==> config.mk <==
export PLATFORM = sky130hd
export DESIGN_NAME = booth_mult_flat
export DESIGN_NICKNAME = d
export VERILOG_FILES = /design/src/rtl/booth_mult_if.sv /design/src/rtl/booth_mult.sv /design/src/flat_wrapper.sv
export SDC_FILE = /design/constraint.sdc
export NUM_CORES = 1
export LEC_CHECK = 0
export ABC_CLOCK_PERIOD_IN_PS = 7720
export CAP_MARGIN = 0
export CORE_MARGIN = 3
export CORE_UTILIZATION = 57
export DETAILED_ROUTE_END_ITERATION = 6
export GPL_ROUTABILITY_DRIVEN = 1
export PLACE_DENSITY = 0.86
export SETUP_SLACK_MARGIN = 0.05
export SLEW_MARGIN = 20
export SYNTH_ARGS = -nofsm -noshare
export SYNTH_HDL_FRONTEND = slang
export SYNTH_SLANG_ARGS = --single-unit
==> constraint.sdc <==
create_clock -name clk -period 7.72 [get_ports clk]
set_input_delay 1.544 -clock clk [delete_from_list [all_inputs] [get_ports clk]]
set_output_delay 1.544 -clock clk [all_outputs]
set_load 0.05 [all_outputs]
==> src/rtl/booth_mult_if.sv <==
// Handshake bundle between the switch-capture register, the Booth multiplier
// and the display stage.
interface booth_mult_if #(
  parameter int WIDTH = 8
);
  logic                 in_valid;
  logic                 in_ready;
  logic [WIDTH-1:0]     switch_A;
  logic [WIDTH-1:0]     switch_B;
  logic                 out_valid;
  logic                 out_ready;
  logic [2*WIDTH-1:0]   product;
  logic                 busy;

  modport master (
    output in_valid, switch_A, switch_B, out_ready,
    input  in_ready, out_valid, product, busy
  );

  modport slave (
    input  in_valid, switch_A, switch_B, out_ready,
    output in_ready, out_valid, product, busy
  );
endinterface

==> src/rtl/booth_mult.sv <==
// Sequential radix-2 Booth multiplier: one Booth step per clock, signed
// product presented through a valid/ready handshake.
//
// state  | meaning
// IDLE   | waiting for operands, in_ready high
// CALC   | one Booth step per edge, busy high
// DONE   | product held, out_valid high until out_ready
module booth_mult #(
  parameter int WIDTH = 8
) (
  input  logic         clk,
  input  logic         rst_n,
  booth_mult_if.slave  bus
);
  localparam int CW = $clog2(WIDTH + 1);

  typedef enum logic [1:0] {
    S_IDLE = 2'd0,
    S_CALC = 2'd1,
    S_DONE = 2'd2
  } state_t;

  state_t               r_state;
  state_t               w_next;
  logic [WIDTH:0]       r_acc;
  logic [WIDTH:0]       r_m;
  logic [WIDTH-1:0]     r_q;
  logic                 r_q1;
  logic [CW-1:0]        r_cnt;
  logic [2*WIDTH-1:0]   r_product;

  logic [WIDTH:0]       w_sum;
  logic [WIDTH:0]       w_acc_sh;
  logic [WIDTH-1:0]     w_q_sh;
  logic                 w_accept;
  logic                 w_last;
  logic                 w_in_ready;
  logic                 w_out_valid;
  logic                 w_busy;

  assign w_accept = bus.in_valid && (r_state == S_IDLE);
  assign w_last   = (r_state == S_CALC) && (r_cnt == CW'(WIDTH - 1));

  always_ff @(posedge clk or negedge rst_n) begin
    if (!rst_n) begin
      r_state <= S_IDLE;
    end else begin
      r_state <= w_next;
    end
  end

  always_comb begin
    w_next      = r_state;
    w_in_ready  = 1'b0;
    w_out_valid = 1'b0;
    w_busy      = 1'b0;
    case (r_state)
      S_IDLE: begin
        w_in_ready = 1'b1;
        if (bus.in_valid) w_next = S_CALC;
      end
      S_CALC: begin
        w_busy = 1'b1;
        if (w_last) w_next = S_DONE;
      end
      S_DONE: begin
        w_out_valid = 1'b1;
        if (bus.out_ready) w_next = S_IDLE;
      end
      default: w_next = S_IDLE;
    endcase
  end

  // Booth recode on {Q[0], q_1}; the extra ACC bit absorbs ACC - M when A is the most negative value
  always_comb begin
    w_sum = r_acc;
    case ({r_q[0], r_q1})
      2'b01:   w_sum = r_acc + r_m;
      2'b10:   w_sum = r_acc - r_m;
      default: w_sum = r_acc;
    endcase
  end

  assign w_acc_sh = {w_sum[WIDTH], w_sum[WIDTH:1]};
  assign w_q_sh   = {w_sum[0], r_q[WIDTH-1:1]};

  always_ff @(posedge clk or negedge rst_n) begin
    if (!rst_n) begin
      r_acc     <= '0;
      r_m       <= '0;
      r_q       <= '0;
      r_q1      <= 1'b0;
      r_cnt     <= '0;
      r_product <= '0;
    end else if (w_accept) begin
      r_m   <= {bus.switch_A[WIDTH-1], bus.switch_A};
      r_acc <= '0;
      r_q   <= bus.switch_B;
      r_q1  <= 1'b0;
      r_cnt <= '0;
    end else if (r_state == S_CALC) begin
      r_acc <= w_acc_sh;
      r_q   <= w_q_sh;
      r_q1  <= r_q[0];
      r_cnt <= r_cnt + CW'(1);
      if (w_last) r_product <= {w_acc_sh[WIDTH-1:0], w_q_sh};
    end
  end

  assign bus.in_ready  = w_in_ready;
  assign bus.out_valid = w_out_valid;
  assign bus.busy      = w_busy;
  assign bus.product   = r_product;
endmodule
==> src/flat_wrapper.sv <==
// flat-port wrapper written by rule: the top's interface ports become plain ports
module booth_mult_flat 
#(
  parameter int WIDTH = 8
)
  (clk, rst_n, bus_in_valid, bus_switch_A, bus_switch_B, bus_out_ready, bus_in_ready, bus_out_valid, bus_product, bus_busy);
  booth_mult_if #(.WIDTH(WIDTH)) bus_i ();
  input  logic clk;
  input  logic rst_n;
  input wire logic [$bits(bus_i.in_valid)-1:0] bus_in_valid;
  input wire logic [$bits(bus_i.switch_A)-1:0] bus_switch_A;
  input wire logic [$bits(bus_i.switch_B)-1:0] bus_switch_B;
  input wire logic [$bits(bus_i.out_ready)-1:0] bus_out_ready;
  output wire logic [$bits(bus_i.in_ready)-1:0] bus_in_ready;
  output wire logic [$bits(bus_i.out_valid)-1:0] bus_out_valid;
  output wire logic [$bits(bus_i.product)-1:0] bus_product;
  output wire logic [$bits(bus_i.busy)-1:0] bus_busy;
  assign bus_i.in_valid = bus_in_valid;
  assign bus_i.switch_A = bus_switch_A;
  assign bus_i.switch_B = bus_switch_B;
  assign bus_i.out_ready = bus_out_ready;
  assign bus_in_ready = bus_i.in_ready;
  assign bus_out_valid = bus_i.out_valid;
  assign bus_product = bus_i.product;
  assign bus_busy = bus_i.busy;
  booth_mult #(.WIDTH(WIDTH)) u_core (.clk(clk), .rst_n(rst_n), .bus(bus_i));
endmodule
==> metrics.txt <==
grt total ovfl 0; vias in the first global route 1847; crit path capture type primary output; Slew headroom 50.7%; Vias/cell 5.47; worst slack, placed 3.92 ns; status finished, final reports clean; Post-Place Cells 352; cell family with most CP delay buffers and inverters; max-cap violations 0; postcts setup bufs 0; mapped cell area 0.00245 mm²; fillers 313; cell count after synthesis 275; Top FF cell, synth dfrtp_1; GRT met2 Usage 35.0%; Synth async-reset ratio 100%; RSZ-0062 raised after global routing false; CTS clk-pin slew, worst paths 0.09 ns; post-route insts no fill 360; initial antenna violation count 0; Worst path slowest cell clkdlybuf4s50_1; Worst Hold Launch u_core.bus.product[10]$_DFFE_PN0P_; total negative setup slack 0 ns; type of the most critical hold path register to register; Die Y 71.6 µm; hold-fix buffers at CTS 0; WL/cell 14.2 µm; FF+latch count, synth 47; area share of the largest cell type after synthesis 47.9%; core box area 0.00409 mm²; WP data required 6.18 ns; R2R Setup Slk 4.79 ns; busiest grt layer met2; length in cells of the worst reg-to-reg path 10; post-synth net total 307; R2R Path Start u_core.r_m[3]$_DFFE_PN0P_; met3 usage 3.93%; clock sink count 47; DRT iter0 DRCs 157; share of cells above drive strength 1 5.16%; cells along the critical path nand2b_1 > inv_1 > clkdlybuf4s50_1; top post-synthesis cells by area dfrtp_1 48%, nand2_1 10%, ha_1 5.6%; slowest stage delay, CP 0.92 ns; CTS tree built; Worst-Margin Slew 0.739 ns; I/O Pins 39; Buf+Inv Stages, Crit Path 2; critical path launch point u_core.r_state[1]$_DFFE_PN0P_; class of the most critical setup path register to primary output; global-route wire length before repair 8540 µm; GPL Wtd Cong 0.850; WHS Endpoint u_core.bus.product[10]$_DFFE_PN0P_; Routed Antenna Nets 0; Tcrit/Tclk final 54.3%; Nets 341; dpl hpwl 3750 µm; Slew Viols, Final 0; H-tree depth 2; antenna fix cells 0; Max Root-Sink Buffers 2; first drt pass iteration count 4; Initial Util 60.1%; worst r2r dst u_core.bus.product[15]$_DFFE_PN0P_; Die Width 71.6 µm; commonest cells in the netlist 68 x nand2_1, 47 x dfrtp_1, 22 x nor2_1; Crit Path Max Fanout 20; P&R area growth vs syn 20.3%; FMAX 239 MHz; largest net degree at the start of global routing 48; final hold vios 0; die area 0.00513 mm²; most frequent cell after synthesis nand2_1; total track usage 21.4%; final setup violating endpoints 0; post-route setup slack 3.53 ns; mean area per synthesized cell 8.93 µm²; minimum clock period 4.19 ns; Hold Crit Depth 2; post-CTS resize count 0; clk_skew 0.00893 ns; Synth Warn # 0; worst path arrival time 2.64 ns; Cell variety after synth 37; CTS Buf Count 5; CP Launch Type register; IO Port Bufs 38; GR Util met1 29.0%; # DRC 0; DR vias 1970; Clk Latency, worst-skew pair 0.30 ns; Synth area leader dfrtp_1; cell row count 23; drt total wl 5100 µm; sequential area share after synthesis 47.9%; root buf cell clkbuf_8; EDFF count, synth 0
==> how the worst max path moves through the flow <==
stage                    end  cells after the start
global route        bus_busy                      3
CTS                 bus_busy                      3
global placement    bus_busy                      3
floorplan           bus_busy                      5
detailed placement  bus_busy                      3
finish              bus_busy                      3
==> placed cells by master, fill, tap and decap left out, types with 2 or more instances in the layout <==
cell,synthesis,final
buf_4,0,2
mux2i_1,5,5
dfrtp_1,47,47
nand3_1,7,7
nand2b_1,4,4
a21o_1,2,2
nor2b_1,4,4
mux2_2,2,2
nand2_1,68,68
xnor2_1,9,9
ha_1,11,11
a21oi_1,11,11
nor3_1,5,5
a22oi_1,7,7
nor2_1,22,22
xor2_1,5,5
a31oi_1,5,5
o21ai_0,21,21
o21a_1,3,3
clkdlybuf4s50_1,0,37
inv_1,11,11
clkbuf_8,0,6
==> routing by layer <==
layer	vias to the layer above	share of wire (%)
li1	990	-
met1	919	46
met2	56	49
met3	5	3.9
met4	0	1.1
met5	-	0
==> cell families (layout without fill, tap and decap cells) <==
group                      Yosys count  count (layout)  share of synthesized area [%]
and+or+nand+nor                    116             116                           20.1
xor gates and xnor gates            14              14                           5.00
DFF                                 47              47                           47.9
AOI/OAI and AO/OA                   56              56                           14.0
adders and majority gates           12              12                           6.42
muxes                                7               7                           2.96
buffers and inverters               23              58                           3.62
==> through the flow <==
step | instance area [µm²] | hold slack [ns] | utilization, %
after global placement | 2850 | 0.457 | 69.8
after CTS | 2950 | 0.485 | 72.2
final | 2950 | 0.478 | 72.3
after detailed placement | 2850 | 0.462 | 69.8
after floorplan | 2450 | 0.461 | -
after global routing | 2950 | 0.512 | 72.3
==> flip-flops by register name, indices dropped and copies added, names as in the netlist <==
name / cells
u_core.bus.product: 16
u_core.r_state: 2
u_core.r_q: 8
u_core.r_cnt: 4
u_core.r_acc: 8
u_core.r_q1: 1
u_core.r_m: 8
==> cell type report <==
cell class / count / area (µm²) / area share [%]
flip-flops and latches: 47 / 1180 / 39.8
repair buffers: 39 / 385 / 13.0
well taps: 50 / 62.6 / 2.12
inverters: 11 / 41.3 / 1.40
clock inverters: 2 / 16.3 / 0.551
clock buffers: 6 / 82.6 / 2.80
multi-input cells: 205 / 1190 / 40.3
==> tightest hold or removal path: cells and delay by family, from the launching register on <==
kind | cells | cell delay [ns]
AO/OA/AOI/OAI | 1 | 0.06
AND/OR/NAND/NOR | 1 | 0.04
flip-flops | 1 | 0.35
Power is left out: the tool's default activity adds up to more than one toggle a clock period on the data nets, which glitch-free logic cannot reach.
